**config.mk**
```make
export PLATFORM = sky130hd
export DESIGN_NAME = shift_reg_ctrl
export DESIGN_NICKNAME = d
export VERILOG_FILES = /design/src/rtl/shift_reg_ctrl.sv
export SDC_FILE = /design/constraint.sdc
export NUM_CORES = 1
export LEC_CHECK = 0
export BUFFER_PORTS_ARGS = -buffer_cell sky130_fd_sc_hd__clkbuf_2
export CELL_PAD_IN_SITES_DETAIL_PLACEMENT = 0
export CELL_PAD_IN_SITES_GLOBAL_PLACEMENT = 1
export CORE_UTILIZATION = 34
export DETAILED_ROUTE_END_ITERATION = 8
export PLACE_DENSITY = 0.75
export SLEW_MARGIN = 0
export SYNTH_ARGS = -nofsm -noshare
export SYNTH_HDL_FRONTEND = slang
export SYNTH_SLANG_ARGS = --single-unit
export TNS_END_PERCENT = 100
```
**constraint.sdc**
```tcl
create_clock -name clk -period 4.7 [get_ports clk]
set_clock_uncertainty 0.2 [all_clocks]
set_input_delay 0.235 -clock clk [delete_from_list [all_inputs] [get_ports clk]]
set_output_delay 0.235 -clock clk [all_outputs]
set_load 0.05 [all_outputs]
```
**src/rtl/shift_reg_ctrl.sv**
```systemverilog
// -----------------------------------------------------------------------------
// shift_reg_ctrl
//
// Sequences an external N-bit shift register so that a word offered on a
// valid/ready handshake is presented on the register's serial output, one bit
// per cycle, LSB first.
// Each frame runs:
//   IDLE  -> accept and hold a word
//   LOAD  -> parallel-load the held word
//   SHIFT -> N un-stalled shift cycles; stall pauses the register
//   DONE  -> one-cycle end-of-frame pulse
//
// Optional build macro SHIFT_REG_CTRL_PARITY_EN inserts a PARITY state
// between SHIFT and DONE. That state presents the XOR of the held word on
// parity_bit for one cycle. Without the macro, the parity outputs are tied
// to 0.
//
// Reset is asynchronous and active-high. While rst is high every output,
// in_ready included, is forced to 0.
// -----------------------------------------------------------------------------
module shift_reg_ctrl #(
   parameter int   N    = 4,
   parameter logic FILL = 1'b0
) (
   input  logic                 clk,
   input  logic                 rst,
   input  logic                 in_valid,
   input  logic [N-1:0]         in_data,
   output logic                 in_ready,
   input  logic                 stall,
   output logic                 sr_load_enable,
   output logic                 sr_serial_parallel,
   output logic [N-1:0]         sr_parallel_in,
   output logic                 sr_serial_in,
   output logic                 bit_valid,
   output logic [$clog2(N)-1:0] bit_idx,
   output logic                 parity_valid,
   output logic                 parity_bit,
   output logic                 busy,
   output logic                 done
);

   localparam int            CW   = $clog2(N);
   localparam logic [CW-1:0] LAST = CW'(N - 1);

   typedef enum logic [2:0] {
      IDLE,
      LOAD,
      SHIFT,
`ifdef SHIFT_REG_CTRL_PARITY_EN
      PARITY,
`endif
      DONE
   } state_t;

   state_t        state_q, state_d;
   logic [CW-1:0] cnt_q,   cnt_d;
   logic [N-1:0]  hold_q,  hold_d;

   // State, bit counter and held word registers.
   always_ff @(posedge clk or posedge rst) begin
      // NOTE: sequential state is updated with non-blocking assignments only,
      // so every register samples the pre-edge values regardless of block
      // ordering.
      if (rst) begin
         state_q <= IDLE;
         cnt_q   <= '0;
         // NOTE: the holding register is data, not control, but it is
         // reset anyway. This keeps parallel_in and parity defined before
         // the first word arrives.
         hold_q  <= '0;
      end else begin
         state_q <= state_d;
         cnt_q   <= cnt_d;
         hold_q  <= hold_d;
      end
   end

   // Next-state logic and all non-parity outputs.
   always_comb begin
      // NOTE: every signal written here gets a default first. Without the
      // defaults, a branch that skips an assignment would infer a latch.
      state_d            = state_q;
      cnt_d              = cnt_q;
      hold_d             = hold_q;
      in_ready           = 1'b0;
      sr_load_enable     = 1'b0;
      sr_serial_parallel = 1'b0;
      sr_parallel_in     = '0;
      sr_serial_in       = 1'b0;
      bit_valid          = 1'b0;
      bit_idx            = cnt_q;
      busy               = 1'b1;
      done               = 1'b0;

      unique case (state_q)
         IDLE: begin
            busy     = 1'b0;
            // in_ready is masked by rst so it reads 0 while reset is held.
            in_ready = ~rst;
            if (in_valid) begin
               hold_d  = in_data;
               state_d = LOAD;
            end
         end

         LOAD: begin
            sr_load_enable     = 1'b1;
            sr_serial_parallel = 1'b1;
            sr_parallel_in     = hold_q;
            cnt_d              = '0;
            state_d            = SHIFT;
         end

         SHIFT: begin
            sr_serial_in = FILL;
            // While stalled the register and counter both hold, so the bit
            // on serial_out is presented again once stall drops.
            if (!stall) begin
               sr_load_enable = 1'b1;
               bit_valid      = 1'b1;
               if (cnt_q == LAST) begin
                  cnt_d   = '0;
`ifdef SHIFT_REG_CTRL_PARITY_EN
                  state_d = PARITY;
`else
                  state_d = DONE;
`endif
               end else begin
                  cnt_d = cnt_q + CW'(1);
               end
            end
         end

`ifdef SHIFT_REG_CTRL_PARITY_EN
         PARITY: begin
            state_d = DONE;
         end
`endif

         DONE: begin
            done    = 1'b1;
            state_d = IDLE;
         end

         default: begin
            state_d = IDLE;
         end
      endcase
   end

`ifdef SHIFT_REG_CTRL_PARITY_EN
   // Parity slot: one cycle between the last data bit and DONE.
   always_comb begin
      parity_valid = (state_q == PARITY);
      parity_bit   = parity_valid & (^hold_q);
   end
`else
   assign parity_valid = 1'b0;
   assign parity_bit   = 1'b0;
`endif

endmodule
```
**Yosys cells after proc, flatten, opt, wreduce, memory -nomap -nowiden**

Cells that the tools add are included.

- Flip-flop bits (word level): 9
- Input bits: 8
- Output and inout bits: 15
- Memory bits (writable): 0
- Bits in read-only memories: 0
- Memories kept: 0
- Latch bits: 0

- Mux-type cells: 15
- Reduce and logical (&&, ||, !) cells: 5
- Shifts and indexed selects: 0
- Div/mod/pow operators: 0
- Magnitude comparators: 0
- Multipliers: 0
- Equality and inequality tests: 7
- Add/subtract/negate cells: 1
- Bitwise gates (word level): 1

Operators with widths:

| cell | number |
|---|---|
| $mux 3 | 3 |
| $pmux 3 s3 | 1 |
| $eq 3x2->1 const B | 2 |
| $mux 1 | 6 |
| $ne 2x2->1 const B | 3 |
| $mux 2 | 2 |
| $mux 4 | 1 |
| $pmux 2 s2 | 1 |
| $reduce_and 2->1 | 2 |
| $eq 3x1->1 const B | 1 |
| $logic_not 3->1 | 1 |
| $reduce_and 3->1 | 1 |
| $add 2x1->2 const B | 1 |
| $eq 2x2->1 const B | 1 |
| $pmux 1 s2 | 1 |
| $reduce_bool 2->1 | 1 |
| $not 1->1 | 1 |

**Depth between registers and ports, before layout**

- Depth after elaboration: 4
- Depth in mapped cells: 5
- Mapped depth without buffers: 5

**Worst setup path before layout**

Ideal clock, no wire load.

- Kind: flip-flop to output port
- Start point: register state_q[0]
- End point: output sr_load_enable
- Setup slack: 2.312 ns
- Stages on the path, launching flop included: 5
- Arrival time: 1.953 ns
- Buffers on the path: 0
- Data required time: 4.265 ns
- Cell sequence: dfrtp_1 inv_1 ha_1 nor2b_1 o21a_1

- Cells in the longest elaborated chain, start to end: 2
- Elaborated cells on any way between the ends: 3

Ends and longest elaborated chain:

| element | line | source |
|---|---|---|
| start, declared | 56 | `state_t state_q, state_d;` |
| start signal, assigned | 73 | `state_q <= state_d;` |
| $eq 3x2->1 / $eq 3x1->1 (equally long branches) | 96 | `unique case (state_q)` |
| $pmux 1 s2 (*) | 96 |  |
| end, declared | 31 | `output logic sr_load_enable,` |

Every way passes the cells marked *; elsewhere a longest branch is shown, timed or not.

**Final worst setup path**

Ends and elaborated chain as after synthesis.

==> results by group <==
Outcome
  • Outcome: completed

Place
  • Weighted congestion reported at the end of routability-driven placement: 0.666
  • Number of port buffers: 19
  • Placed wire-length estimate: 761 um
  • Worst setup slack after placement: 2.94 ns

Setup path
  • Category of the worst setup path capture point: output port
  • Standard cell with the maximum stage delay on the critical path: dfrtp_1
  • Peak per-stage delay on the critical path: 0.40 ns
  • Crit path from: state_q[0]$_DFFE_PP0P_
  • Top fanout value on the critical path: 4
  • Chain of cells forming the critical path: inv_1 > ha_1 > nor2b_1 > o21a_1 > clkbuf_2
  • Family with the most delay on the worst path: flip-flops
  • Startpoint-to-endpoint class of the critical path: register to output port
  • Required @ worst endpoint: 4.26 ns
  • Buf+Inv Stages, Crit Path: 2
  • CP Data Arrival Time: 1.61 ns
  • CP Launch Type: register
  • Start of the worst register-to-register path: state_q[1]$_DFFE_PP0P_

Global route
  • GR Overflow Total: 0
  • Wire length of the first global-routing pass: 1490 um
  • Antenna violations before repair: 0
  • Via count of the first global-routing pass: 369
  • Global Route met3 Usage: 3.33%
  • Met2 track demand over resource: 27.0%
  • Global-route layer with the greatest usage: met2
  • Global routing usage on met1: 14.4%
  • GRT Resource Usage Total: 14.4%
  • Pin count of the biggest net entering global routing: 9

Detailed routing
  • DRC: 0
  • Drt wl/cell: 11.6 um
  • Via count of the routed design: 385
  • Remaining antenna violation count after routing: 0
  • Initial DRT Pass Iterations: 4
  • DRT Wirelength: 971 um
  • Violation count after the first detailed-routing iteration: 3
  • Drt via density: 4.58

Die
  • Core area: 1330 sq um
  • Die Wd: 40.4 um
  • Num ports: 23
  • Count of standard-cell rows: 13
  • Effective utilization at floorplan: 37.5%
  • Floorplan die area: 1630 sq um
  • Die Span Y: 40.4 um

Synth
  • Synthesized area per cell: 10.6 sq um
  • Flip-flop and latch count after synthesis: 8
  • Cell taking the most area after synthesis: dfrtp_1
  • Fraction of post-synthesis cell area in the top cell type by area: 40.0%
  • Share of synthesized area occupied by flip-flops and latches: 40.0%
  • Netlist area before placement: 500 sq um
  • Number of different library cells in the post-synthesis netlist: 20
  • Number of warnings reported in the yosys synthesis log: 0
  • Gate count of the mapped netlist: 47
  • Leading cell types by total area after synthesis: dfrtp_1 40%, ha_1 15%, mux2_2 9.0%

Clock network
  • Post-cts sizing count: 0
  • Buffer depth of the longest clock path: 2
  • CTS root buffer: clkbuf_4
  • Total CTS buffers: 3
  • Clk slew on worst S/H paths: 0.05 ns
  • Num Clock Sinks: 8
  • Clock tree from TritonCTS: built
  • Maximum level of the CTS H-tree: 1
  • Later-pin clock latency in the skew report: 0.25 ns

Cells and area
  • Ratio of cells with drive above 1 in the final layout: 42.0%
  • Post-layout utilization of the core: 47.4%
  • Number of inserted diodes: 0
  • Post-layout nets: 85
  • Filler Cell Count: 138
  • Growth of design area from synthesis to finish: 26.2%

STA
  • Final clock period utilization by the worst path: 43.6%
  • Maximum clock frequency: 488 MHz
  • Finish-stage setup viols: 0
  • Final-report max-slew violation count: 0
  • Fin Hold WS: 0.0173 ns
  • Crit path time final: 2.05 ns
  • Setup repair after global routing missed its margin: false
  • Setup slack after layout: 2.65 ns
  • Accumulated negative setup slack: 0 ns
  • Number of hold violations in the final report: 0

Min path
  • Worst min-delay path startpoint: in_data[0]
  • Path class of the lowest-slack min-delay path: input port to register

Run
  • Number of max-cap violations: 0
-- cell families after synthesis --
family,synth area share [%]
adder cells (fa/ha/maj),15.0
flip-flops,40.0
AO/OA/AOI/OAI,9.50
multiplexers,14.0
AND/OR/NAND/NOR,11.8
buffers and inverters,9.00
other,0.749
-- synthesized netlist by cell type --
cell type	instances
dfrtp_1	8
a21boi_0	1
buf_4	3
nand2b_1	1
conb_1	1
nand2_1	1
mux2_2	4
nor2b_1	1
ha_1	6
mux2_4	1
inv_1	5
and2_1	4
mux2i_1	1
a2bb2oi_2	1
inv_2	1
nor2_1	2
nand3_1	2
o21bai_1	1
o21ai_0	2
o21a_1	1
-- worst paths after layout --
kind                                     endpoint  slack (ns)  cells past startpoint
max in group asynchronous  bit_idx[1]$_DFFE_PP0P_        3.77                      3
min in group asynchronous  state_q[0]$_DFFE_PP0P_        0.29                      3
hold reg to reg             hold_q[1]$_DFFE_PP0P_        0.30                      1
hold / removal              hold_q[0]$_DFFE_PP0P_        0.02                      2
setup reg to reg           bit_idx[0]$_DFFE_PP0P_        2.97                      5
setup / recovery                   sr_load_enable        2.65                      5
-- placed cells by master (no fill, tap or decap), types with 2 or more instances in the layout --
master / count
ha_1: 6
and2_1: 4
clkbuf_4: 3
nor2_1: 2
nand3_1: 2
mux2_2: 4
o21ai_0: 2
dfrtp_1: 8
clkbuf_2: 19
inv_1: 5
conb_1: 3
-- what timing repair did --
action	CTS	global route
buffers inserted	0	0
setup endpoints to repair	0	0
hold buffers	1	0
hold endpoints to repair	8	0
-- metal layers --
metal	vias to the layer above	wire length, um
met4	0	7
met2	14	480
met1	174	418
met3	2	64
li1	195	-
met5	-	0
-- through the flow --
step,std cells,cell area (sq um)
3_3_place_gp,80,599
2_1_floorplan,49,508
5_1_grt,84,632
3_5_place_dp,80,599
6_report,84,632
4_1_cts,84,632
-- registers in the layout, indices dropped and copies added, names as in the netlist --
signal and count:
state_q 2, bit_idx 2, hold_q 4
-- layout make-up --
| cell class | count | area [sq um] | share of cell area, % |
|---|---|---|---|
| Multi-Input combinational cell | 32 | 263 | 41.6 |
| Sequential cell | 8 | 200 | 31.7 |
| Timing Repair Buffer | 20 | 105 | 16.6 |
| Clock buffer | 3 | 22.5 | 3.56 |
| Inverter | 6 | 22.5 | 3.56 |
| Tap cell | 15 | 18.8 | 2.97 |
Power is left out: the tool's default activity adds up to more than one toggle a clock period on the data nets, which glitch-free logic cannot reach.
